## src/rtl/cpu_pkg.sv

```systemverilog
// Shared CPU definitions: datapath widths, ALU control codes, ALUOp codes, ex_ctrl bit positions.
package cpu_pkg;

  localparam int unsigned XLEN   = 32;
  localparam int unsigned REG_AW = 5;
  localparam int unsigned CTRL_W = 5;

  // ALUControl codes presented to the ALU
  localparam logic [3:0] ALU_AND = 4'b0000;
  localparam logic [3:0] ALU_OR  = 4'b0001;
  localparam logic [3:0] ALU_ADD = 4'b0010;
  localparam logic [3:0] ALU_SUB = 4'b0110;
  localparam logic [3:0] ALU_XOR = 4'b1111;
  localparam logic [3:0] ALU_SRL = 4'b1110;

  // ALUOp from the main decoder
  localparam logic [1:0] ALUOP_LDST   = 2'b00;
  localparam logic [1:0] ALUOP_BRANCH = 2'b01;
  localparam logic [1:0] ALUOP_RTYPE  = 2'b10;
  localparam logic [1:0] ALUOP_ITYPE  = 2'b11;

  // funct3 values recognised by the ALU decoder
  localparam logic [2:0] F3_ADD = 3'b000;
  localparam logic [2:0] F3_XOR = 3'b100;
  localparam logic [2:0] F3_SRL = 3'b101;
  localparam logic [2:0] F3_OR  = 3'b110;
  localparam logic [2:0] F3_AND = 3'b111;

  // Bit positions within ex_ctrl = {reg_write, mem_read, mem_write, branch, mem_to_reg}
  localparam int unsigned CTRL_REG_WRITE  = 4;
  localparam int unsigned CTRL_MEM_READ   = 3;
  localparam int unsigned CTRL_MEM_WRITE  = 2;
  localparam int unsigned CTRL_BRANCH     = 1;
  localparam int unsigned CTRL_MEM_TO_REG = 0;

endpackage

```

## src/rtl/id_ex_stage_if.sv

```systemverilog
// ID/EX stage bus: ID-side fields in, EX-side fields out.
// With ID_EX_FORWARDING_EN defined the EX/MEM and MEM/WB bypass inputs are added.
interface id_ex_stage_if;
  import cpu_pkg::*;

  logic              stall;
  logic              flush;
  logic              in_valid;
  logic [XLEN-1:0]   in_rd1;
  logic [XLEN-1:0]   in_rd2;
  logic [XLEN-1:0]   in_imm;
  logic [2:0]        in_funct3;
  logic              in_funct7b5;
  logic [1:0]        in_alu_op;
  logic              in_alu_src;
  logic [REG_AW-1:0] in_rs1;
  logic [REG_AW-1:0] in_rs2;
  logic [REG_AW-1:0] in_rd;
  logic [CTRL_W-1:0] in_ctrl;

  logic              ex_valid;
  logic [XLEN-1:0]   ReadData1;
  logic [XLEN-1:0]   aluMuxResult;
  logic [3:0]        ALUControl;
  logic [XLEN-1:0]   ex_store_data;
  logic [REG_AW-1:0] ex_rd;
  logic [CTRL_W-1:0] ex_ctrl;
  logic              ex_illegal;

`ifdef ID_EX_FORWARDING_EN
  logic              exmem_reg_write;
  logic [REG_AW-1:0] exmem_rd;
  logic [XLEN-1:0]   exmem_result;
  logic              memwb_reg_write;
  logic [REG_AW-1:0] memwb_rd;
  logic [XLEN-1:0]   memwb_result;
`endif

  modport master (
    output stall, flush, in_valid, in_rd1, in_rd2, in_imm, in_funct3, in_funct7b5,
           in_alu_op, in_alu_src, in_rs1, in_rs2, in_rd, in_ctrl,
`ifdef ID_EX_FORWARDING_EN
           exmem_reg_write, exmem_rd, exmem_result, memwb_reg_write, memwb_rd, memwb_result,
`endif
    input  ex_valid, ReadData1, aluMuxResult, ALUControl, ex_store_data, ex_rd, ex_ctrl, ex_illegal
  );

  modport slave (
    input  stall, flush, in_valid, in_rd1, in_rd2, in_imm, in_funct3, in_funct7b5,
           in_alu_op, in_alu_src, in_rs1, in_rs2, in_rd, in_ctrl,
`ifdef ID_EX_FORWARDING_EN
           exmem_reg_write, exmem_rd, exmem_result, memwb_reg_write, memwb_rd, memwb_result,
`endif
    output ex_valid, ReadData1, aluMuxResult, ALUControl, ex_store_data, ex_rd, ex_ctrl, ex_illegal
  );

endinterface

```

## src/rtl/alu_control_decode.sv

```systemverilog
// Combinational ALU control decoder: (ALUOp, funct3, funct7[5]) -> ALUControl code and illegal flag.
module alu_control_decode
  import cpu_pkg::*;
(
  input  logic [1:0] i_alu_op,
  input  logic [2:0] i_funct3,
  input  logic       i_funct7b5,
  output logic [3:0] o_alu_ctrl_c,
  output logic       o_illegal_c
);

  // Unsupported combinations fall back to ADD and raise the illegal flag
  always_comb begin
    o_alu_ctrl_c = ALU_ADD;
    o_illegal_c  = 1'b0;
    case (i_alu_op)
      ALUOP_LDST:   o_alu_ctrl_c = ALU_ADD;
      ALUOP_BRANCH: o_alu_ctrl_c = ALU_SUB;
      default: begin
        // R-type and I-type share the funct3 table; only R-type uses funct7[5] to pick SUB
        case (i_funct3)
          F3_ADD: o_alu_ctrl_c = ((i_alu_op == ALUOP_RTYPE) && i_funct7b5) ? ALU_SUB : ALU_ADD;
          F3_AND: o_alu_ctrl_c = ALU_AND;
          F3_OR:  o_alu_ctrl_c = ALU_OR;
          F3_XOR: o_alu_ctrl_c = ALU_XOR;
          F3_SRL: begin
            if (!i_funct7b5) o_alu_ctrl_c = ALU_SRL;
            else             o_illegal_c  = 1'b1;
          end
          default: o_illegal_c = 1'b1;
        endcase
      end
    endcase
  end

endmodule

```

## src/rtl/id_ex_stage.sv

```systemverilog
// ID/EX pipeline register: registers operands/control, decodes ALUControl, applies the ALUSrc select.
// Optional feature macro: ID_EX_FORWARDING_EN adds EX/MEM and MEM/WB operand bypass after the registers.
module id_ex_stage
  import cpu_pkg::*;
(
  input  logic          clk,
  input  logic          rst_n,
  id_ex_stage_if.slave  bus
);

  logic [3:0]        w_alu_ctrl;
  logic              w_illegal;
  logic              w_bubble;
  logic [XLEN-1:0]   w_rs1_val;
  logic [XLEN-1:0]   w_rs2_val;

  logic              r_valid;
  logic [CTRL_W-1:0] r_ctrl;
  logic              r_illegal;
  logic [3:0]        r_alu_ctrl;
  logic [XLEN-1:0]   r_rd1;
  logic [XLEN-1:0]   r_rd2;
  logic [XLEN-1:0]   r_imm;
  logic              r_alu_src;
  logic [REG_AW-1:0] r_rs1;
  logic [REG_AW-1:0] r_rs2;
  logic [REG_AW-1:0] r_rd;

  alu_control_decode u_alu_dec (
    .i_alu_op     (bus.in_alu_op),
    .i_funct3     (bus.in_funct3),
    .i_funct7b5   (bus.in_funct7b5),
    .o_alu_ctrl_c (w_alu_ctrl),
    .o_illegal_c  (w_illegal)
  );

  // A flush, or an unstalled load of an empty slot, inserts a bubble
  assign w_bubble = bus.flush || (!bus.stall && !bus.in_valid);

  // Stage registers: flush > stall > load; a bubble clears only valid/ctrl/illegal
  always_ff @(posedge clk or negedge rst_n) begin
    if (!rst_n) begin
      r_valid    <= 1'b0;
      r_ctrl     <= '0;
      r_illegal  <= 1'b0;
      r_alu_ctrl <= '0;
      r_rd1      <= '0;
      r_rd2      <= '0;
      r_imm      <= '0;
      r_alu_src  <= 1'b0;
      r_rs1      <= '0;
      r_rs2      <= '0;
      r_rd       <= '0;
    end else if (w_bubble) begin
      r_valid   <= 1'b0;
      r_ctrl    <= '0;
      r_illegal <= 1'b0;
    end else if (!bus.stall) begin
      r_valid    <= 1'b1;
      r_ctrl     <= bus.in_ctrl;
      r_illegal  <= w_illegal;
      r_alu_ctrl <= w_alu_ctrl;
      r_rd1      <= bus.in_rd1;
      r_rd2      <= bus.in_rd2;
      r_imm      <= bus.in_imm;
      r_alu_src  <= bus.in_alu_src;
      r_rs1      <= bus.in_rs1;
      r_rs2      <= bus.in_rs2;
      r_rd       <= bus.in_rd;
    end
  end

`ifdef ID_EX_FORWARDING_EN
  logic w_fwd_ex_rs1, w_fwd_wb_rs1, w_fwd_ex_rs2, w_fwd_wb_rs2;

  // Bypass match: writer enabled, not x0, same index; EX/MEM is younger so it wins
  assign w_fwd_ex_rs1 = bus.exmem_reg_write && (bus.exmem_rd != '0) && (bus.exmem_rd == r_rs1);
  assign w_fwd_wb_rs1 = bus.memwb_reg_write && (bus.memwb_rd != '0) && (bus.memwb_rd == r_rs1);
  assign w_fwd_ex_rs2 = bus.exmem_reg_write && (bus.exmem_rd != '0) && (bus.exmem_rd == r_rs2);
  assign w_fwd_wb_rs2 = bus.memwb_reg_write && (bus.memwb_rd != '0) && (bus.memwb_rd == r_rs2);

  assign w_rs1_val = w_fwd_ex_rs1 ? bus.exmem_result :
                     w_fwd_wb_rs1 ? bus.memwb_result : r_rd1;
  assign w_rs2_val = w_fwd_ex_rs2 ? bus.exmem_result :
                     w_fwd_wb_rs2 ? bus.memwb_result : r_rd2;
`else
  // Without bypass the source indices are kept only for debug visibility
  logic w_unused_rs;
  assign w_unused_rs = ^{r_rs1, r_rs2};
  assign w_rs1_val   = r_rd1;
  assign w_rs2_val   = r_rd2;
`endif

  assign bus.ex_valid      = r_valid;
  assign bus.ex_ctrl       = r_ctrl;
  assign bus.ex_illegal    = r_illegal;
  assign bus.ALUControl    = r_alu_ctrl;
  assign bus.ex_rd         = r_rd;
  assign bus.ReadData1     = w_rs1_val;
  assign bus.aluMuxResult  = r_alu_src ? r_imm : w_rs2_val;
  assign bus.ex_store_data = w_rs2_val;

endmodule

```

## src/flat_wrapper.sv

```systemverilog
// flat-port wrapper written by rule: the top's interface ports become plain ports
module id_ex_stage_flat import cpu_pkg::*;
  (clk, rst_n, bus_stall, bus_flush, bus_in_valid, bus_in_rd1, bus_in_rd2, bus_in_imm, bus_in_funct3, bus_in_funct7b5, bus_in_alu_op, bus_in_alu_src, bus_in_rs1, bus_in_rs2, bus_in_rd, bus_in_ctrl, bus_ex_valid, bus_ReadData1, bus_aluMuxResult, bus_ALUControl, bus_ex_store_data, bus_ex_rd, bus_ex_ctrl, bus_ex_illegal);
  id_ex_stage_if bus_i ();
  input  logic clk;
  input  logic rst_n;
  input wire logic [$bits(bus_i.stall)-1:0] bus_stall;
  input wire logic [$bits(bus_i.flush)-1:0] bus_flush;
  input wire logic [$bits(bus_i.in_valid)-1:0] bus_in_valid;
  input wire logic [$bits(bus_i.in_rd1)-1:0] bus_in_rd1;
  input wire logic [$bits(bus_i.in_rd2)-1:0] bus_in_rd2;
  input wire logic [$bits(bus_i.in_imm)-1:0] bus_in_imm;
  input wire logic [$bits(bus_i.in_funct3)-1:0] bus_in_funct3;
  input wire logic [$bits(bus_i.in_funct7b5)-1:0] bus_in_funct7b5;
  input wire logic [$bits(bus_i.in_alu_op)-1:0] bus_in_alu_op;
  input wire logic [$bits(bus_i.in_alu_src)-1:0] bus_in_alu_src;
  input wire logic [$bits(bus_i.in_rs1)-1:0] bus_in_rs1;
  input wire logic [$bits(bus_i.in_rs2)-1:0] bus_in_rs2;
  input wire logic [$bits(bus_i.in_rd)-1:0] bus_in_rd;
  input wire logic [$bits(bus_i.in_ctrl)-1:0] bus_in_ctrl;
  output wire logic [$bits(bus_i.ex_valid)-1:0] bus_ex_valid;
  output wire logic [$bits(bus_i.ReadData1)-1:0] bus_ReadData1;
  output wire logic [$bits(bus_i.aluMuxResult)-1:0] bus_aluMuxResult;
  output wire logic [$bits(bus_i.ALUControl)-1:0] bus_ALUControl;
  output wire logic [$bits(bus_i.ex_store_data)-1:0] bus_ex_store_data;
  output wire logic [$bits(bus_i.ex_rd)-1:0] bus_ex_rd;
  output wire logic [$bits(bus_i.ex_ctrl)-1:0] bus_ex_ctrl;
  output wire logic [$bits(bus_i.ex_illegal)-1:0] bus_ex_illegal;
  assign bus_i.stall = bus_stall;
  assign bus_i.flush = bus_flush;
  assign bus_i.in_valid = bus_in_valid;
  assign bus_i.in_rd1 = bus_in_rd1;
  assign bus_i.in_rd2 = bus_in_rd2;
  assign bus_i.in_imm = bus_in_imm;
  assign bus_i.in_funct3 = bus_in_funct3;
  assign bus_i.in_funct7b5 = bus_in_funct7b5;
  assign bus_i.in_alu_op = bus_in_alu_op;
  assign bus_i.in_alu_src = bus_in_alu_src;
  assign bus_i.in_rs1 = bus_in_rs1;
  assign bus_i.in_rs2 = bus_in_rs2;
  assign bus_i.in_rd = bus_in_rd;
  assign bus_i.in_ctrl = bus_in_ctrl;
  assign bus_ex_valid = bus_i.ex_valid;
  assign bus_ReadData1 = bus_i.ReadData1;
  assign bus_aluMuxResult = bus_i.aluMuxResult;
  assign bus_ALUControl = bus_i.ALUControl;
  assign bus_ex_store_data = bus_i.ex_store_data;
  assign bus_ex_rd = bus_i.ex_rd;
  assign bus_ex_ctrl = bus_i.ex_ctrl;
  assign bus_ex_illegal = bus_i.ex_illegal;
  id_ex_stage u_core (.clk(clk), .rst_n(rst_n), .bus(bus_i));
endmodule
```

## config.mk

```make
export PLATFORM = sky130hd
export DESIGN_NAME = id_ex_stage_flat
export DESIGN_NICKNAME = d
export VERILOG_FILES = /design/src/rtl/cpu_pkg.sv /design/src/rtl/id_ex_stage_if.sv /design/src/rtl/alu_control_decode.sv /design/src/rtl/id_ex_stage.sv /design/src/flat_wrapper.sv
export SDC_FILE = /design/constraint.sdc
export NUM_CORES = 1
export LEC_CHECK = 0
export CAP_MARGIN = 20
export CORE_MARGIN = 1
export CORE_UTILIZATION = 30
export CTS_BUF_LIST = sky130_fd_sc_hd__clkbuf_8
export CTS_CLUSTER_DIAMETER = 30
export DETAILED_ROUTE_END_ITERATION = 10
export GPL_ROUTABILITY_DRIVEN = 0
export GPL_TIMING_DRIVEN = 0
export HOLD_SLACK_MARGIN = 0.02
export SYNTH_ARGS = -nofsm -noshare
export SYNTH_HDL_FRONTEND = slang
export SYNTH_SLANG_ARGS = --single-unit
```

## constraint.sdc

```tcl
create_clock -name clk -period 2.9 [get_ports clk]
set_clock_uncertainty 0.2 [all_clocks]
set_input_delay 0.29 -clock clk [delete_from_list [all_inputs] [get_ports clk]]
set_output_delay 0.29 -clock clk [all_outputs]
set_load 0.02 [all_outputs]
```

[After elaboration in Yosys (flattened, before gate mapping)]
Cells that the tools add are included.
Word-level totals
  register bits: 113
  output and inout port bits: 112
  word-level logic and storage cells: 42
Operators by class
  equality and inequality tests: 7
  muxes and demuxes: 14
  bitwise logic cells: 2
  reduce and logical (&&, ||, !) cells: 10
Operator list (count)
  32-bit 2-to-1 mux: 1
  4-bit one-hot mux with 5 select lines: 1
  3-bit equality test, second input constant: 4
  5-bit 2-to-1 mux: 2
  4-bit one-hot mux with 2 select lines: 1
  1-bit 2-to-1 mux: 6
  4-bit 2-to-1 mux: 1
  4-bit OR reduction: 1
  3-bit logical NOT: 1
  3-bit 2-to-1 mux: 1
  2-bit by 1-bit equality test with 1-bit output, second input constant: 1
  2-bit equality test, second input constant: 1
  1-bit logical AND: 2
  1-bit logical NOT: 2
  2-bit logical NOT: 1
  2-bit by 1-bit != test with 1-bit output, second input constant: 1
  1-bit NOT: 2
  1-bit one-hot mux with 2 select lines: 1
  2-bit AND reduction: 1
  2-bit OR reduction: 1
  1-bit logical OR: 1

[Logic depth before layout (Yosys ltp)]
  depth in word-level cells: 6
  gate-level depth with buffers: 6

[Hierarchy]
Synthesis repeated with hierarchy kept, for this count alone.
Second synthesis, totals
  cell total of the unflattened synthesis: 302
  area total of the unflattened synthesis: 4683.2 sq um
By module, submodules not included
  id_ex_stage: times used 1, cells each 289, area an instance 4610.7 sq um, seq. area each 2827.7 sq um
  alu_control_decode: times used 1, cells each 13, area an instance 72.6 sq um, seq. area each 0.0 sq um

[Worst setup path after synthesis]
No wires, ideal clock.
  path kind: input-to-reg
  start: input port bus_flush
  end: register u_core.r_imm[1]
  setup time: 125 ps
  arrival time: 1308 ps
  slack: 1267 ps
  stages: 5
  path buffers: 3
  path through: buf_2 -> nor3b_2 -> buf_6 -> buf_6 -> mux2_2
On the way
  cells in the longest elaborated chain, start to end: 3
Ends and longest elaborated chain
  start: declaration: line flat_wrapper.sv:8  | input wire logic [$bits(bus_i.flush)-1:0] bus_flush;
  1-bit logical OR: line id_ex_stage.sv:38  | assign w_bubble = bus.flush || (!bus.stall && !bus.in_valid);
  1-bit NOT (no line)
  2-bit AND reduction (no line)
  end signal: assignment: line id_ex_stage.sv:65  | r_imm <= bus.in_imm;
  end: declaration: line id_ex_stage.sv:23  | logic [XLEN-1:0] r_imm;
No other way between the ends.
A chain may end at the register's enable or synchronous reset.

[Worst setup path in the final report]
  start: register u_core.r_alu_src
  end: output port bus_aluMuxResult[22]
On the way
  cells in the longest elaborated chain, start to end: 1
Ends and longest elaborated chain
  start: declaration: line id_ex_stage.sv:24  | logic r_alu_src;
  start signal: assignment: line id_ex_stage.sv:66  | r_alu_src <= bus.in_alu_src;
  32-bit 2-to-1 mux: line id_ex_stage.sv:100  | assign bus.aluMuxResult = r_alu_src ? r_imm : w_rs2_val;
  end: declaration: line flat_wrapper.sv:23  | output wire logic [$bits(bus_i.aluMuxResult)-1:0] bus_aluMuxResult;
No other way between the ends.

==> metrics.md <==
| Metric | Value |
|---|---|
| Clock Latency Late Sink | roughly 0.42 ns |
| Clock share of power | between 20% and 30% |
| Number of CTS-inserted buffers | 17 |
| Post-Syn Area | approximately 4700 sq um |
| Total gr overflow | 0 |
| RSZ-0062 raised after global routing | no |
| DRT Wirelength | 12.4 mm |
| Sequential power share | a little under two fifths |
| Final nets | 677 |
| Initial DRC Count | 63 |
| # DRC | 0 |
| CP Max Fanout | 10 |
| Total track usage | 15.8% |
| Top cell type's share of synthesized area | ~60% |
| Worst-Margin Slew | approximately 0.58 ns |
| Syn. warnings | 0 |
| Post-layout minimum cycle time | 2.77 ns |
| Syn Nets | ~430 |
| Logic pwr share | about a third |
| Area Growth Syn to Fin | 63.9% |
| Most common cell in the netlist | dfrtp_1 |
| CTS tree | done |
| Fmax | approximately 360 MHz |
| Setup-failing EPs final | 0 |
| # IOs | 240 |
| DR pass1 iterations | 4 |
| Cells after Synth | between 200 and 300 |
| First-pass GRT wire length | approximately 19 mm |
| CTS Buffer Depth | 2 |
| Finished Layout Cells | between 700 and 800 |
| Avg Inst Size Synth | around 16 sq um |
| Ys async rst share | 100% |
| Fillers | approximately 1400 |
| CTS root buf | clkbuf_8 |
| DIE HEIGHT | roughly 130 um |
| Maximum vdd drop | about 0.36 mV |
| Starting Density | 30.9% |
| Core region area | approximately 15000 sq um |
| Top FF cell, synth | dfrtp_1 |
| EDFF count, synth | 0 |
| WS Path Type | register to output port |
| Worst hold path class | primary input to asynchronous set/reset pin |
| Area taken by multi-input logic gates | 1690 sq um |
| Die span in x | around 130 um |
| Antenna violations before repair | 0 |
| P_leak | 0.00319 uW |
| Final hold vios | 0 |
| CTS sink cnt | ~110 |
| Total power | between 5000 and 6000 uW |
| # H-tree levels | 4 |
| I/O Buffers | 227 |
| Largest net degree at the start of global routing | between 60 and 70 |
| FF+latch count, synth | around 110 |
| Vias/cell | 4.37 |
| Diode count | 0 |
| Psw | around 1600 uW |
| Top cells by area, synth | dfrtp_1 60%, mux2_1 19%, mux2_2 13%, buf_8 2.5%, a22oi_1 0.80% |
| Via Count | 3380 |
| Max-slew headroom | roughly 61% |
| Max cap viols | 0 |
| CP startpoint kind | register |
| Power per cell area | 682 nW/um^2 |
| Reg clk slew, reported paths | approximately 0.070 ns |
| Worst EP arrival | between 2 and 2.5 ns |
| # placed instances | between 700 and 800 |
| Vias in the first global route | around 3800 |
| Switching share of power | ~30% |
| Util after Layout | approximately half |
| Average wire per standard cell | around 16 um |
| Fin crit share | 95.4% |
| DP HPWL | between 9 and 10 mm |
| Setup TNS | 0 ns |
| Synth cell types | 23 |
| Row Count | 45 |
| Critical path required time | 2.41 ns |
| CP endpoint kind | output port |
| Share of cells above drive strength 1 | between 10% and 20% |
| Final ANT Viol Nets | 0 |
| Status | finished, final reports clean |
| DP Area | around 7300 sq um |
| Die area | about 16000 sq um |
| Flop2flop setup slack | 1.40 ns |
| Finished Cell Area | 7740 sq um |
| Internal power | 3710 uW |
| Sequential area share after synthesis | between 50% and 60% |
| Synth top cells by count | 113 x dfrtp_1, 80 x mux2_1, 54 x mux2_2, 8 x buf_8, 8 x nor2_1 |
| Post-synth top area cell | dfrtp_1 |
| FF/Latch Area | approximately 2800 sq um |
| Slew Viols, Final | 0 |
==> registers in the layout, indices dropped and copies added (netlist names) <==
| name | count |
|---|---|
| u_core.r_alu_src | 1 |
| u_core.bus.ex_illegal | 1 |
| u_core.bus.ALUControl | 4 |
| u_core.bus.ex_ctrl | 5 |
| u_core.r_imm | 32 |
| u_core.bus.ex_store_data | 32 |
| u_core.bus.ex_valid | 1 |
| u_core.bus.ex_rd | 5 |
| u_core.bus.ReadData1 | 32 |
==> cells by family (layout without fill, tap and decap cells) <==
group                  count (synthesis)  count (layout)  synth area share [%]
DFF                                  113             113                  59.9
AOI/OAI and AO/OA                     15              15                  2.12
muxes                                134             134                  32.0
buffers and inverters                 21             285                  4.22
and+or+nand+nor                       15              15                  1.78
==> power groups by stage <==
stage	Clock, uW	Combinational (uW)	Sequential (uW)
floorplan	0	605	2250
CTS	1560	1800	2010
detailed placement	0	1790	2040
global route	1620	1880	2050
global placement	0	1770	2020
finish	1490	1780	2010
==> path summary, 6_finish.rpt <==
kind | startpoint | endpoint | depth (start not counted)
min | rst_n | u_core.bus.ex_store_data[31] | 2
max | u_core.r_alu_src | bus_aluMuxResult[22] | 4
max in group asynchronous | rst_n | u_core.bus.ex_store_data[6] | 3
max reg2reg | u_core.bus.ex_ctrl[0] | u_core.bus.ex_ctrl[0] | 3
min reg2reg | u_core.r_imm[27] | u_core.r_imm[27] | 1
min in group clk | bus_in_imm[26] | u_core.r_imm[26] | 2
==> layout by cell type (no fill, tap or decap), drive strengths merged <==
| cell | n |
|---|---|
| a21boi | 1 |
| a21oi | 2 |
| a22oi | 5 |
| a31oi | 1 |
| a41oi | 1 |
| buf | 18 |
| bufinv | 1 |
| clkbuf | 28 |
| clkdlybuf4s50 | 226 |
| clkinv | 2 |
| dfrtp | 113 |
| dlygate4sd3 | 4 |
| inv | 6 |
| mux2 | 134 |
| nand2b | 1 |
| nand3b | 1 |
| nand4 | 1 |
| nand4b | 1 |
| nor2 | 8 |
| nor2b | 2 |
| nor3b | 1 |
| o211ai | 2 |
| o21ai | 3 |
==> per-layer routing <==
layer  vias up  global-route usage, %  share of wire (%)
met5         -                      0                  0
met4         0                   5.74                1.0
met3         9                   8.17                 11
met2       155                   25.1                 47
met1      1647                   18.3                 41
li1       1569                      -                  -
==> stage by stage <==
stage,hold WS [ns],worst slack [ns]
4_1_cts,0.187,0.0337
3_3_place_gp,0.262,-3.11
2_1_floorplan,-0.206,1.27
5_1_grt,0.219,0.00601
3_5_place_dp,0.109,0.534
6_report,0.196,0.134
==> area by class of cell <==
cell class	count	share of cell area, %
plain buffers	18	2.46
well taps	211	3.41
clock inverters	6	0.663
clock buffers	26	4.63
multi-input cells	164	21.9
inverters	3	0.146
repair buffers	232	30.3
flip-flops and latches	113	36.6
==> repair_timing <==
action	in CTS	in global routing
buffers inserted	0	0
endpoints found under the setup margin	0	5
gates resized for setup	0	1
hold buffers	4	0
hold endpoints to repair	66	0
==> critical path: stages, from the launching register on <==
cell,delay [ns]
dfrtp_1,0.32
clkbuf_1,0.26
buf_2,0.34
mux2_2,0.37
clkdlybuf4s50_1,0.56
No activity file was read; power rests on OpenSTA's default activity.
